## src/rtl/control_unit_if.sv

```systemverilog
// Bus/strobe bundle between the nic8 control unit and its datapath.
// master = control unit, slave = datapath / front panel side.
interface control_unit_if;
  logic [7:0] BUS;
  logic       Z;
  logic       C;
  logic       RUN;
  logic       STEP;
  logic [7:0] ASSERT_B;
  logic [7:0] LOAD_B;
  logic       IR_LOAD;
  logic       PC_INC;
  logic       HALTED;
  logic [7:0] IR;

  modport master (
    input  BUS, Z, C, RUN, STEP,
    output ASSERT_B, LOAD_B, IR_LOAD, PC_INC, HALTED, IR
  );

  modport slave (
    output BUS, Z, C, RUN, STEP,
    input  ASSERT_B, LOAD_B, IR_LOAD, PC_INC, HALTED, IR
  );
endinterface

```

## src/rtl/control_unit.sv

```systemverilog
// nic8 fetch/execute sequencer: owns IR, decodes active-low bus strobes, handles run/step/halt.
// Optional CONTROL_UNIT_COND_EN: IR[7:6] conditions gate LOAD_B on the Z/C flags.
module control_unit (
  input  logic           CLK,
  input  logic           RESET,
  control_unit_if.master bus_if
);

  typedef enum logic [1:0] {
    PAUSE = 2'd0,
    FETCH = 2'd1,
    EXEC  = 2'd2,
    HALT  = 2'd3
  } state_t;

  state_t     state_q;
  state_t     state_nx;
  logic [7:0] ir_q;
  logic [7:0] ir_nx;

  logic       run_meta;
  logic       run_s;
  logic       step_meta;
  logic       step_s;
  logic       step_prev;
  logic       step_pulse;

  logic [7:0] assert_q;
  logic [7:0] assert_nx;
  logic [7:0] load_q;
  logic [7:0] load_nx;
  logic       ir_load_q;
  logic       ir_load_nx;
  logic       pc_inc_q;
  logic       pc_inc_nx;
  logic       cond_ok;

  always_ff @(posedge CLK or posedge RESET) begin
    if (RESET) begin
      run_meta  <= 1'b0;
      run_s     <= 1'b0;
      step_meta <= 1'b0;
      step_s    <= 1'b0;
      step_prev <= 1'b0;
    end else begin
      run_meta  <= bus_if.RUN;
      run_s     <= run_meta;
      step_meta <= bus_if.STEP;
      step_s    <= step_meta;
      step_prev <= step_s;
    end
  end

  assign step_pulse = step_s & ~step_prev;

  // Strobes are precomputed from the next state/IR so they come straight off flops.
  always_comb begin
    state_nx   = state_q;
    ir_nx      = ir_q;
    assert_nx  = 8'hFF;
    load_nx    = 8'hFF;
    ir_load_nx = 1'b0;
    pc_inc_nx  = 1'b0;

    case (state_q)
      PAUSE: if (run_s | step_pulse) state_nx = FETCH;
      FETCH: begin
        state_nx = EXEC;
        ir_nx    = bus_if.BUS;
      end
      EXEC: begin
        if (ir_q[5:0] == 6'h3F) state_nx = HALT;
        else if (run_s)         state_nx = FETCH;
        else                    state_nx = PAUSE;
      end
      HALT:    state_nx = HALT;
      default: state_nx = PAUSE;
    endcase

    case (state_nx)
      FETCH: begin
        assert_nx  = 8'hFE;
        ir_load_nx = 1'b1;
        pc_inc_nx  = 1'b1;
      end
      EXEC: begin
        if (ir_nx[2:0] != 3'd7) assert_nx[ir_nx[2:0]] = 1'b0;
        if (ir_nx[5:3] != 3'd7) load_nx[ir_nx[5:3]]   = 1'b0;
        pc_inc_nx = (ir_nx[2:0] == 3'd0);
      end
      default: ;
    endcase
  end

  always_ff @(posedge CLK or posedge RESET) begin
    if (RESET) begin
      state_q   <= PAUSE;
      ir_q      <= 8'h00;
      assert_q  <= 8'hFF;
      load_q    <= 8'hFF;
      ir_load_q <= 1'b0;
      pc_inc_q  <= 1'b0;
    end else begin
      state_q   <= state_nx;
      ir_q      <= ir_nx;
      assert_q  <= assert_nx;
      load_q    <= load_nx;
      ir_load_q <= ir_load_nx;
      pc_inc_q  <= pc_inc_nx;
    end
  end

`ifdef CONTROL_UNIT_COND_EN
  // Flags are live during EXEC; load_q is all-ones in every other state anyway.
  always_comb begin
    cond_ok = 1'b1;
    case (ir_q[7:6])
      2'b00: cond_ok = 1'b1;
      2'b01: cond_ok = bus_if.Z;
      2'b10: cond_ok = bus_if.C;
      2'b11: cond_ok = ~bus_if.Z;
      default: cond_ok = 1'b1;
    endcase
  end
`else
  logic unused_cond;
  assign unused_cond = ^{bus_if.Z, bus_if.C, ir_q[7:6]};
  assign cond_ok     = 1'b1;
`endif

  assign bus_if.ASSERT_B = assert_q;
  assign bus_if.LOAD_B   = cond_ok ? load_q : 8'hFF;
  assign bus_if.IR_LOAD  = ir_load_q;
  assign bus_if.PC_INC   = pc_inc_q;
  assign bus_if.HALTED   = (state_q == HALT);
  assign bus_if.IR       = ir_q;

endmodule

```

## src/flat_wrapper.sv

```systemverilog
// flat-port wrapper written by rule: the top's interface ports become plain ports
module control_unit_flat 
  (CLK, RESET, bus_if_BUS, bus_if_Z, bus_if_C, bus_if_RUN, bus_if_STEP, bus_if_ASSERT_B, bus_if_LOAD_B, bus_if_IR_LOAD, bus_if_PC_INC, bus_if_HALTED, bus_if_IR);
  control_unit_if bus_if_i ();
  input  logic CLK;
  input  logic RESET;
  input wire logic [$bits(bus_if_i.BUS)-1:0] bus_if_BUS;
  input wire logic [$bits(bus_if_i.Z)-1:0] bus_if_Z;
  input wire logic [$bits(bus_if_i.C)-1:0] bus_if_C;
  input wire logic [$bits(bus_if_i.RUN)-1:0] bus_if_RUN;
  input wire logic [$bits(bus_if_i.STEP)-1:0] bus_if_STEP;
  output wire logic [$bits(bus_if_i.ASSERT_B)-1:0] bus_if_ASSERT_B;
  output wire logic [$bits(bus_if_i.LOAD_B)-1:0] bus_if_LOAD_B;
  output wire logic [$bits(bus_if_i.IR_LOAD)-1:0] bus_if_IR_LOAD;
  output wire logic [$bits(bus_if_i.PC_INC)-1:0] bus_if_PC_INC;
  output wire logic [$bits(bus_if_i.HALTED)-1:0] bus_if_HALTED;
  output wire logic [$bits(bus_if_i.IR)-1:0] bus_if_IR;
  assign bus_if_i.BUS = bus_if_BUS;
  assign bus_if_i.Z = bus_if_Z;
  assign bus_if_i.C = bus_if_C;
  assign bus_if_i.RUN = bus_if_RUN;
  assign bus_if_i.STEP = bus_if_STEP;
  assign bus_if_ASSERT_B = bus_if_i.ASSERT_B;
  assign bus_if_LOAD_B = bus_if_i.LOAD_B;
  assign bus_if_IR_LOAD = bus_if_i.IR_LOAD;
  assign bus_if_PC_INC = bus_if_i.PC_INC;
  assign bus_if_HALTED = bus_if_i.HALTED;
  assign bus_if_IR = bus_if_i.IR;
  control_unit u_core (.CLK(CLK), .RESET(RESET), .bus_if(bus_if_i));
endmodule
```

## config.mk

```make
export PLATFORM = sky130hd
export DESIGN_NAME = control_unit_flat
export DESIGN_NICKNAME = d
export VERILOG_FILES = /design/src/rtl/control_unit_if.sv /design/src/rtl/control_unit.sv /design/src/flat_wrapper.sv
export SDC_FILE = /design/constraint.sdc
export NUM_CORES = 1
export LEC_CHECK = 0
export ABC_CLOCK_PERIOD_IN_PS = 1800
export BUFFER_PORTS_ARGS = -buffer_cell sky130_fd_sc_hd__buf_2
export CAP_MARGIN = 20
export CORE_MARGIN = 2
export CORE_UTILIZATION = 51
export CTS_CLUSTER_SIZE = 16
export DETAILED_ROUTE_END_ITERATION = 10
export PLACE_DENSITY = 0.91
export SLEW_MARGIN = 10
export SYNTH_ARGS = -nofsm -noshare
export SYNTH_HDL_FRONTEND = slang
export SYNTH_SLANG_ARGS = --single-unit
```

## constraint.sdc

```tcl
create_clock -name CLK -period 1.8 [get_ports CLK]
set_input_delay 0.36 -clock CLK [delete_from_list [all_inputs] [get_ports CLK]]
set_output_delay 0.36 -clock CLK [all_outputs]
set_load 0.02 [all_outputs]
```

==> metrics <==
ys flop type dfrtp_1; crit path DAT around 1.1 ns; first drt pass iteration count 3; number of global-route vias before repair just under 700; Synth Area per Inst roughly 12 sq um; DP HPWL 1.36 mm; Final period util 79.8%; clk buf depth 2; Sw Ratio 36.0%; Post-Synth Adder-Cell Area 0%; Clock Sinks 33; Synth area leader dfrtp_1; Max Clk Rate 696 MHz; Synth async-reset ratio 100%; cell with the most instances after synthesis nand2_1; cell count after synthesis 95; Sequential cell area 846 sq um; I/O Buffers 38; Post-synth top cells nand2_1, dfrtp_1, dfstp_2; Post-synth EDFFs 0; post-synthesis mux area share 0%; area of the die between 2000 and 3000 sq um; DR iter-0 viols 6; clock skew around 0.0059 ns; PwrDens approximately 1500 nW/um^2; first-pass GRT wire length ~2.9 mm; Clock Latency Late Sink 0.32 ns; Distinct cells, synth 20; setup TNS 0 ns; Die H slightly above 50 um; RePlAce Congestion between 0.7 and 0.8; type of the tightest min-delay check in -> reg; post-synth design cell area 1160 sq um; grt ovf 0; die width 51.6 um; Synth Warn # 0; CTS tree built; DRC viols 0; worst setup path category reg -> out; final hold violation count 0; layout cells sized above 1 45.1%; Overall Power roughly 2.1 mW; Avg WL per Cell roughly 11 um; Fill cells 167; Int Pwr 1.36 mW; design area ~1400 sq um; CP Launch Type register; CTS buffer count 5; Max Cap Viol 0; Synth Area in Compound Gates 2.71%; Clk pin slew, worst setup/hold paths roughly 0.09 ns; power share of the sequential group just under 50%; IO Pins 41; CP Max Fanout 5; Slew Limit Fails 0; RSZ-0062 raised after global routing false; Core ar. 2170 sq um; vias per cell 4.69; initial antenna violation count 0; FF+latch count, synth 33; largest family of logic cells by synthesized area simple AND/OR/NAND/NOR gates; Row Count 17; # H-tree levels 2; Worst VDD drop 1.22 mV; placed cell area 1390 sq um; post-synthesis sequential area ratio 73.2%; Critical Path End Type output port; Post-CTS Setup Inserts 0; Final nets 155; CTS root buffer clkbuf_4; Hold Buf Count CTS 0; CP required 1.44 ns; Comb power frac 32.5%; area fraction of the dominant cell type after synthesis 36.8%; Net Switching 767 uW; WL final 1.81 mm; # setup viols final 0; area grow syn2layout 25.1%; gr usage total 15.5%; Leak Pwr a little under 0.7 nW; Multi-input gate area 298 sq um; cts repair resizes 0; status complete, no violations; Initial Util 53.3%; fraction of the mapped netlist area in simple logic gates 22.4%; fin crit period 1.44 ns; ant diodes 0; ANT nets after route 0; XOR/XNOR Fraction of Synth Area 0%; clock network fraction of design power 19.1%; Via Count around 800; ranking of synthesized cells by area dfrtp_1, dfstp_2, nand2_1; largest net degree at the start of global routing 25
==> cell usage in the layout, fill, tap and decap left out, types with 2 or more instances in the layout <==
cell type  instances
dfrtp_1           17
clkbuf_4           5
and4_1             2
nand2_1           29
nand2b_1           2
dfstp_2           16
nor2_1             4
nor2b_1            5
buf_2             38
nand3_1            8
conb_1             2
clkbuf_1           2
buf_4              2
==> final cells by class <==
type | instances | share of cell area [%]
Sequential cell | 33 | 58.5
Tap cell | 28 | 2.42
Inverter | 1 | 0.260
Timing Repair Buffer | 40 | 14.2
Multi-Input combinational cell | 60 | 20.6
Clock buffer | 8 | 4.07
==> sequential cells by signal, indices dropped and copies added (netlist names) <==
| name | cells |
|---|---|
| u_core.bus_if.PC_INC | 1 |
| u_core.step_meta | 1 |
| u_core.bus_if.IR_LOAD | 1 |
| u_core.bus_if.LOAD_B | 8 |
| u_core.step_prev | 1 |
| u_core.run_meta | 1 |
| u_core.bus_if.ASSERT_B | 8 |
| u_core.run_s | 1 |
| u_core.bus_if.IR | 8 |
| u_core.step_s | 1 |
| u_core.state_q | 2 |
==> metrics by stage <==
step / worst slack, ns / utilization, % / std cells / hold slack [ns]
final: 0.364 / 66.7 / 170 / 0.142
after global routing: 0.303 / 66.7 / 170 / 0.123
after CTS: 0.345 / 66.7 / 170 / 0.129
after detailed placement: 0.577 / 64.0 / 162 / 0.335
after global placement: 0.624 / 64.0 / 162 / 0.334
after floorplan: 0.704 / - / 96 / 0.331
==> power groups by stage <==
stage / Combinational [mW] / Sequential [mW] / Clock [mW]
final: 0.692 / 1.03 / 0.408
after detailed placement: 0.703 / 1.04 / 0
after floorplan: 0.307 / 1.21 / 0
after CTS: 0.703 / 1.03 / 0.417
after global routing: 0.769 / 1.05 / 0.445
after global placement: 0.684 / 1.04 / 0
==> metal layers <==
metal | part of all wire [%] | track usage (%) | up-vias
li1 | - | - | 397
met1 | 40 | 17.8 | 371
met2 | 51 | 24.8 | 24
met4 | 1.7 | 9.21 | 0
met3 | 6.9 | 5.46 | 5
met5 | 0 | 0 | -
==> critical path, cell delays in order, from the launching register on <==
cell     delay, ns
dfrtp_1       0.42
and2_1        0.18
buf_2         0.16
==> path summary, 6_finish.rpt <==
path / from / to / slack, ns / cells past startpoint
max in group asynchronous: RESET / u_core.bus_if.ASSERT_B[3] / 1.17 / 3
worst min register to register: u_core.run_meta / u_core.run_s / 0.35 / 0
worst max-delay path: u_core.state_q[1] / bus_if_HALTED / 0.36 / 2
worst max register to register: u_core.state_q[1] / u_core.bus_if.PC_INC / 0.56 / 3
worst min-delay path: bus_if_RUN / u_core.run_meta / 0.14 / 1
min in group asynchronous: RESET / u_core.bus_if.LOAD_B[5] / 0.24 / 2
==> logic make-up after synthesis <==
family | after synthesis
other | 1
and+or+nand+nor | 55
AOI/OAI and AO/OA | 3
buffers and inverters | 3
DFF | 33
No activity file was read; power rests on OpenSTA's default activity.
